$ cat src/rtl/gpi_if.sv
// GPI register bus: single-cycle request, one response on the next cycle.
// Master drives requests, slave (the GPI block) returns responses.
interface gpi_if #(
  parameter int DataWidth    = 32,
  parameter int AddressWidth = 32
);
  logic                    gpi_req_i;
  logic [AddressWidth-1:0] gpi_addr_i;
  logic                    gpi_we_i;
  logic [DataWidth/8-1:0]  gpi_be_i;
  logic [DataWidth-1:0]    gpi_wdata_i;
  logic                    gpi_rvalid_o;
  logic [DataWidth-1:0]    gpi_rdata_o;
  logic                    gpi_err_o;

  modport master (
    output gpi_req_i,
    output gpi_addr_i,
    output gpi_we_i,
    output gpi_be_i,
    output gpi_wdata_i,
    input  gpi_rvalid_o,
    input  gpi_rdata_o,
    input  gpi_err_o
  );

  modport slave (
    input  gpi_req_i,
    input  gpi_addr_i,
    input  gpi_we_i,
    input  gpi_be_i,
    input  gpi_wdata_i,
    output gpi_rvalid_o,
    output gpi_rdata_o,
    output gpi_err_o
  );
endinterface

$ cat src/rtl/gpi.sv
// General-purpose input block: synchronized pins, edge detect,
// sticky W1C status with per-pin rise/fall enables and level interrupt.
module gpi #(
  parameter int DataWidth    = 32,
  parameter int AddressWidth = 32
) (
  input  logic                 clk_i,
  input  logic                 rst_ni,
  input  logic [DataWidth-1:0] gpi_i,
  gpi_if.slave                 bus,
  output logic                 gpi_intr_o
);

  localparam int NumBytes = DataWidth / 8;

  logic [DataWidth-1:0] sync1_q;
  logic [DataWidth-1:0] sync2_q;
  logic [DataWidth-1:0] prev_q;
  logic [DataWidth-1:0] rise_en_q;
  logic [DataWidth-1:0] fall_en_q;
  logic [DataWidth-1:0] status_q;
  logic [DataWidth-1:0] status_d;
  logic [DataWidth-1:0] evt;
  logic [DataWidth-1:0] be_mask;
  logic [DataWidth-1:0] wmask;
  logic [DataWidth-1:0] clr;
  logic [DataWidth-1:0] rd_val;
  logic [DataWidth-1:0] rdata_q;
  logic                 rvalid_q;
  logic                 err_q;
  logic                 intr_q;

  logic [3:0] addr;
  logic       is_in;
  logic       is_rise;
  logic       is_fall;
  logic       is_stat;
  logic       bad;
  logic       wr_ok;
  logic       rd_ok;

  // Address bits above the 4-bit window alias onto the same registers.
  logic unused_addr;
  assign unused_addr = ^bus.gpi_addr_i[AddressWidth-1:4];

  assign addr    = bus.gpi_addr_i[3:0];
  assign is_in   = (addr[3:2] == 2'd0);
  assign is_rise = (addr[3:2] == 2'd1);
  assign is_fall = (addr[3:2] == 2'd2);
  assign is_stat = (addr[3:2] == 2'd3);

  assign bad = (addr[1:0] != 2'd0)
             | (bus.gpi_we_i & is_in)
             | (bus.gpi_we_i & (bus.gpi_be_i == '0));

  assign wr_ok = bus.gpi_req_i & bus.gpi_we_i & ~bad;
  assign rd_ok = bus.gpi_req_i & ~bus.gpi_we_i & ~bad;

  always_comb begin
    be_mask = '0;
    for (int b = 0; b < NumBytes; b++) begin
      be_mask[8*b +: 8] = {8{bus.gpi_be_i[b]}};
    end
  end

  assign wmask = bus.gpi_wdata_i & be_mask;

  assign evt = (sync2_q & ~prev_q & rise_en_q)
             | (~sync2_q & prev_q & fall_en_q);

  assign clr = (wr_ok & is_stat) ? wmask : '0;

  // Edge events applied after the clear so a same-cycle set wins.
  assign status_d = (status_q & ~clr) | evt;

  always_comb begin
    rd_val = '0;
    unique case (1'b1)
      is_in:   rd_val = sync2_q;
      is_rise: rd_val = rise_en_q;
      is_fall: rd_val = fall_en_q;
      is_stat: rd_val = status_q;
      default: rd_val = '0;
    endcase
  end

  always_ff @(posedge clk_i or negedge rst_ni) begin
    if (!rst_ni) begin
      sync1_q <= '0;
      sync2_q <= '0;
      prev_q  <= '0;
    end else begin
      sync1_q <= gpi_i;
      sync2_q <= sync1_q;
      prev_q  <= sync2_q;
    end
  end

  always_ff @(posedge clk_i or negedge rst_ni) begin
    if (!rst_ni) begin
      rise_en_q <= '0;
      fall_en_q <= '0;
      status_q  <= '0;
      intr_q    <= 1'b0;
    end else begin
      if (wr_ok & is_rise) begin
        rise_en_q <= (rise_en_q & ~be_mask) | wmask;
      end
      if (wr_ok & is_fall) begin
        fall_en_q <= (fall_en_q & ~be_mask) | wmask;
      end
      status_q <= status_d;
      intr_q   <= |status_d;
    end
  end

  always_ff @(posedge clk_i or negedge rst_ni) begin
    if (!rst_ni) begin
      rvalid_q <= 1'b0;
      rdata_q  <= '0;
      err_q    <= 1'b0;
    end else begin
      rvalid_q <= bus.gpi_req_i;
      rdata_q  <= rd_ok ? rd_val : '0;
      err_q    <= bus.gpi_req_i & bad;
    end
  end

  assign bus.gpi_rvalid_o = rvalid_q;
  assign bus.gpi_rdata_o  = rdata_q;
  assign bus.gpi_err_o    = err_q;
  assign gpi_intr_o       = intr_q;

endmodule

$ cat src/flat_wrapper.sv
// flat-port wrapper written by rule: the top's interface ports become plain ports
module gpi_flat 
#(
  parameter int DataWidth    = 32,
  parameter int AddressWidth = 32
)
  (clk_i, rst_ni, gpi_i, gpi_intr_o, bus_gpi_req_i, bus_gpi_addr_i, bus_gpi_we_i, bus_gpi_be_i, bus_gpi_wdata_i, bus_gpi_rvalid_o, bus_gpi_rdata_o, bus_gpi_err_o);
  gpi_if #(.DataWidth(DataWidth), .AddressWidth(AddressWidth)) bus_i ();
  input  logic clk_i;
  input  logic rst_ni;
  input  logic [DataWidth-1:0] gpi_i;
  output logic gpi_intr_o;
  input wire logic [$bits(bus_i.gpi_req_i)-1:0] bus_gpi_req_i;
  input wire logic [$bits(bus_i.gpi_addr_i)-1:0] bus_gpi_addr_i;
  input wire logic [$bits(bus_i.gpi_we_i)-1:0] bus_gpi_we_i;
  input wire logic [$bits(bus_i.gpi_be_i)-1:0] bus_gpi_be_i;
  input wire logic [$bits(bus_i.gpi_wdata_i)-1:0] bus_gpi_wdata_i;
  output wire logic [$bits(bus_i.gpi_rvalid_o)-1:0] bus_gpi_rvalid_o;
  output wire logic [$bits(bus_i.gpi_rdata_o)-1:0] bus_gpi_rdata_o;
  output wire logic [$bits(bus_i.gpi_err_o)-1:0] bus_gpi_err_o;
  assign bus_i.gpi_req_i = bus_gpi_req_i;
  assign bus_i.gpi_addr_i = bus_gpi_addr_i;
  assign bus_i.gpi_we_i = bus_gpi_we_i;
  assign bus_i.gpi_be_i = bus_gpi_be_i;
  assign bus_i.gpi_wdata_i = bus_gpi_wdata_i;
  assign bus_gpi_rvalid_o = bus_i.gpi_rvalid_o;
  assign bus_gpi_rdata_o = bus_i.gpi_rdata_o;
  assign bus_gpi_err_o = bus_i.gpi_err_o;
  gpi #(.DataWidth(DataWidth), .AddressWidth(AddressWidth)) u_core (.clk_i(clk_i), .rst_ni(rst_ni), .gpi_i(gpi_i), .bus(bus_i), .gpi_intr_o(gpi_intr_o));
endmodule
$ cat config.mk
export PLATFORM = sky130hd
export DESIGN_NAME = gpi_flat
export DESIGN_NICKNAME = d
export VERILOG_FILES = /design/src/rtl/gpi_if.sv /design/src/rtl/gpi.sv /design/src/flat_wrapper.sv
export SDC_FILE = /design/constraint.sdc
export NUM_CORES = 1
export LEC_CHECK = 0
export CORE_ASPECT_RATIO = 1.25
export CORE_MARGIN = 2
export CORE_UTILIZATION = 45
export CTS_CLUSTER_SIZE = 8
export DETAILED_ROUTE_END_ITERATION = 16
export GPL_ROUTABILITY_DRIVEN = 0
export PLACE_DENSITY = 0.82
export SYNTH_ARGS = -nofsm -noshare
export SYNTH_HDL_FRONTEND = slang
export SYNTH_SLANG_ARGS = --single-unit
$ cat constraint.sdc
create_clock -name clk_i -period 2.1 [get_ports clk_i]
set_clock_uncertainty 0.1 [all_clocks]
set_input_delay 0.21 -clock clk_i [delete_from_list [all_inputs] [get_ports clk_i]]
set_output_delay 0.21 -clock clk_i [all_outputs]
set_load 0.005 [all_outputs]
==> results.md <==
- The flow ran to the end, but the final reports show violations.
- The checks that failed: setup timing.
- The number of pins exceeding their max-slew limit in the final report is 0.
- The total power density per cell area is 899 nW/um^2.
- After layout, the worst path uses 110% of the clock period.
- The worst register-to-register path begins at u_core.status_q[20].
- Once routing completed, OpenROAD measured the worst setup slack at -0.200 ns.
- The initial standard-cell utilization of the core is 46.2%.
- The worst slew slack as a fraction of its limit is 65.3%.
- The post-CTS clock slew at the launch and capture registers of the worst setup and hold paths is 0.05 ns.
- The post-detailed-route count of antenna-violating nets is 0.
- The critical path in this run is classified as flip-flop to flip-flop.
- The smallest clock period supported by the final layout is computed as 2.30 ns.
- The deepest level of the CTS H-tree is 2.
- Setup repair after global routing could not meet its margin everywhere.
- The number of DRC markers in iteration 0 is 397.
- Of the cells placed in the final design, the portion with a size suffix greater than 1 is 21.3%.
- Once layout is complete, the utilization of the core stands at 63.0%.
- By area the synthesized netlist is led by sky130_fd_sc_hd__dfrtp_1 65%, sky130_fd_sc_hd__mux2_1 8.3%, sky130_fd_sc_hd__mux4_2 8.3%.
- The synthesized net count is 683.
- The fmax is 435 MHz.
- The class of the worst hold path is input port to flip-flop.
- On the final layout, the worst hold slack is 0.0608 ns.
- The final net count is 906.
- The final count of hold timing violations was 0.
- The die span in x is 128 microns.
- Setup violations remaining at the end of the flow were counted as 1.
- The synthesized design contains 227 register bits.
- Clock tree synthesis selected as its root buffer the cell sky130_fd_sc_hd__clkbuf_16.
- After synthesis, the largest area contributor takes up 65.3% of total cell area.
- The pre-antenna-repair detailed-routing pass consisted of 4 iterations.
- The filler-free cell count of the finished design is 1,037.
- The via count of the routed design is 5,840.
- The count of input and output buffers is 110.
- After synthesis, the mean cell area works out to 15.0 sq um.
- The worst setup path is captured at a flip-flop.
- Clock tree synthesis found a total of 227 sinks.
- For the pin with the worst max-slew slack, the measured transition is 0.521 ns.
- The total number of yosys warnings is 0.
- Max-cap violations in this run came to 0.
- For the worst setup path, the data required time is 2.36 ns.
- The first global-routing pass estimated 34,700 microns of wire.
- The number of global-route vias before repair came to 6,654.
- The leading cell type by number of instances after synthesis is sky130_fd_sc_hd__dfrtp_1.
- Ranked by instance count, the synthesized netlist is headed by 227 x sky130_fd_sc_hd__dfrtp_1, 64 x sky130_fd_sc_hd__mux2_1, 43 x sky130_fd_sc_hd__nand2_1, 33 x sky130_fd_sc_hd__nand3b_1.
- The commonest register cell after synthesis is sky130_fd_sc_hd__dfrtp_1.
- Entering global routing, the biggest net connects 62 pins.
- The post-synthesis cell area is 8700 sq um.
- The number of instances in the placed design is 994.
- Across the VDD grid, the largest voltage drop is 0.000567 V.
- The startpoint class of the critical path is a flip-flop.
- Fill cells in the final layout number 1,316.
- The number of instances in the synthesized netlist is 579.
- The synthesized design contains 0 enable-type register cells.
- Of all cell types, the one taking the most synthesized area is sky130_fd_sc_hd__dfrtp_1.
- The detailed-route wire length is 21,500 microns.
- The standard-cell row count is 56.
- The number of antenna violations at the first check in global routing is 0.
- The floorplan step set the die height to 159 microns.
- The worst endpoint data arrival time is 2.56 ns.
- The leakage power is 5.14 nW.
- The region available for standard cell placement spans 18,800 sq um.
- The register-to-register path setup slack is -0.20 ns.
- The share of the yosys chip area belonging to registers is 65.3%.
- The total global routing overflow is 0.
- The estimated wirelength of the detail-placed design is 14,600 microns.
- The worst register-to-register path has a depth of 8.
- The floorplan die area is 20,500 sq um.
- In this run the deepest clock path goes through 3 buffers.
- From synthesis to final layout, the design area changed by 36.5%.
- Synthesis instantiated 34 different standard cells from the library.
- The wire length per cell after detailed routing is 20.7 microns.
- The DRC violation count after routing is 0.
- The total CTS buffers is 34.
- TritonCTS built the clock tree.
- Of all flip-flops after synthesis, the portion carrying an async set or reset was 100%.
- The origin of the worst setup path is u_core.status_q[20].
- The worst register-to-register path ends at u_core.gpi_intr_o.
- Along the worst path, the maximum fanout reaches 2.
- The ratio of routed vias to standard cells is 5.63.
- The critical path ends at u_core.gpi_intr_o.
- Clock latency on the worst-skew pair, taken at its later pin, is 0.49 ns.
- Global routing used 21.7% of the available tracks.
- For this design the top-level I/O count stands at 139.
## final cells by class
type                       instances  area, sq um  share of cell area [%]
sequential                       227         5680                    47.8
multi-input combinational        332         3000                    25.2
timing repair buffer             200         1950                    16.4
clock buffer                      37          926                    7.79
tap                              232          290                    2.44
inverter                           7         26.3                   0.221
clock inverter                     1         7.51                  0.0632
antenna                            1         2.50                  0.0211
## power breakdown
part / internal [mW] / switching [mW]
Clock: 3.06 / 1.77
Sequential: 4.67 / 0.206
Combinational: 0.573 / 0.396
Total: 8.31 / 2.37
## per-layer routing
layer  vias to the layer above  track usage, %  routed length (microns)
met2                       186            37.5                    11100
met3                        52            5.34                     1250
met4                         0            8.29                      622
met1                      3055            26.1                     8510
li1                       2547               -                        -
met5                         -               0                        0
## critical path, stage by stage (launching register included)
cell	delay, ns
sky130_fd_sc_hd__dfrtp_1	0.40
sky130_fd_sc_hd__buf_4	0.15
sky130_fd_sc_hd__nand2b_1	0.06
sky130_fd_sc_hd__o211ai_1	0.15
sky130_fd_sc_hd__nor4_1	0.33
sky130_fd_sc_hd__buf_4	0.17
sky130_fd_sc_hd__nand4_1	0.08
sky130_fd_sc_hd__or3_1	0.34
sky130_fd_sc_hd__or4_1	0.39
## per-stage QoR
step	setup slack (ns)	setup TNS [ns]	instance area (sq um)	power [mW]
3_3_place_gp	-0.573	-19.71	10900	5.81
2_1_floorplan	-0.0535	-0.0535	8720	5.32
6_report	-0.200	-0.200	11900	10.7
5_1_grt	-0.294	-0.294	11900	11.1
4_1_cts	-0.206	-0.206	11800	10.8
3_5_place_dp	-0.684	-20.45	10900	5.89
## logic make-up (layout without fill, tap and decap cells)
logic type	Yosys count	in the layout	synth area share (%)
AND/OR/NAND/NOR	163	163	11.1
other	0	1	0
buffers and inverters	20	245	0.935
flip-flops	227	227	65.3
multiplexers	96	96	16.6
AO/OA/AOI/OAI	73	73	6.13
## worst min-delay path by stage
stage,startpoint,slack [ns],depth (start not counted),to
global placement,rst_ni,0.08,1,u_core.bus.gpi_rdata_o[27]
global route,gpi_i[2],0.05,1,u_core.sync1_q[2]
finish,gpi_i[2],0.06,1,u_core.sync1_q[2]
CTS,gpi_i[11],0.05,1,u_core.sync1_q[11]
detailed placement,rst_ni,0.09,1,u_core.sync2_q[24]
floorplan,rst_ni,-0.19,0,async pin
## placed cells by master (no fill, tap or decap), types with 3 or more instances in the layout
cell,instances
sky130_fd_sc_hd__buf_12,14
sky130_fd_sc_hd__nor2b_1,32
sky130_fd_sc_hd__nand3b_1,33
sky130_fd_sc_hd__o21ai_0,4
sky130_fd_sc_hd__nand4_1,5
sky130_fd_sc_hd__buf_4,75
sky130_fd_sc_hd__o21ai_1,3
sky130_fd_sc_hd__mux4_2,32
sky130_fd_sc_hd__nand2_1,43
sky130_fd_sc_hd__dfrtp_1,227
sky130_fd_sc_hd__o211ai_1,25
sky130_fd_sc_hd__nand2b_1,22
sky130_fd_sc_hd__a21o_1,29
sky130_fd_sc_hd__nor4_1,3
sky130_fd_sc_hd__mux2_1,64
sky130_fd_sc_hd__nor4_2,3
sky130_fd_sc_hd__clkdlybuf4s50_1,107
sky130_fd_sc_hd__or4_1,3
sky130_fd_sc_hd__o221ai_1,5
sky130_fd_sc_hd__inv_1,7
sky130_fd_sc_hd__clkbuf_16,37
sky130_fd_sc_hd__nor2_1,5
## repair_timing
item / CTS / global route
hold buffers: 1 / 0
pin swaps: 2 / 4
setup endpoints to repair: 1 / 7
resized for setup: 4 / 4
endpoints found under the hold margin: 180 / 0
buffers inserted: 0 / 3
No activity file was read; power rests on OpenSTA's default activity.
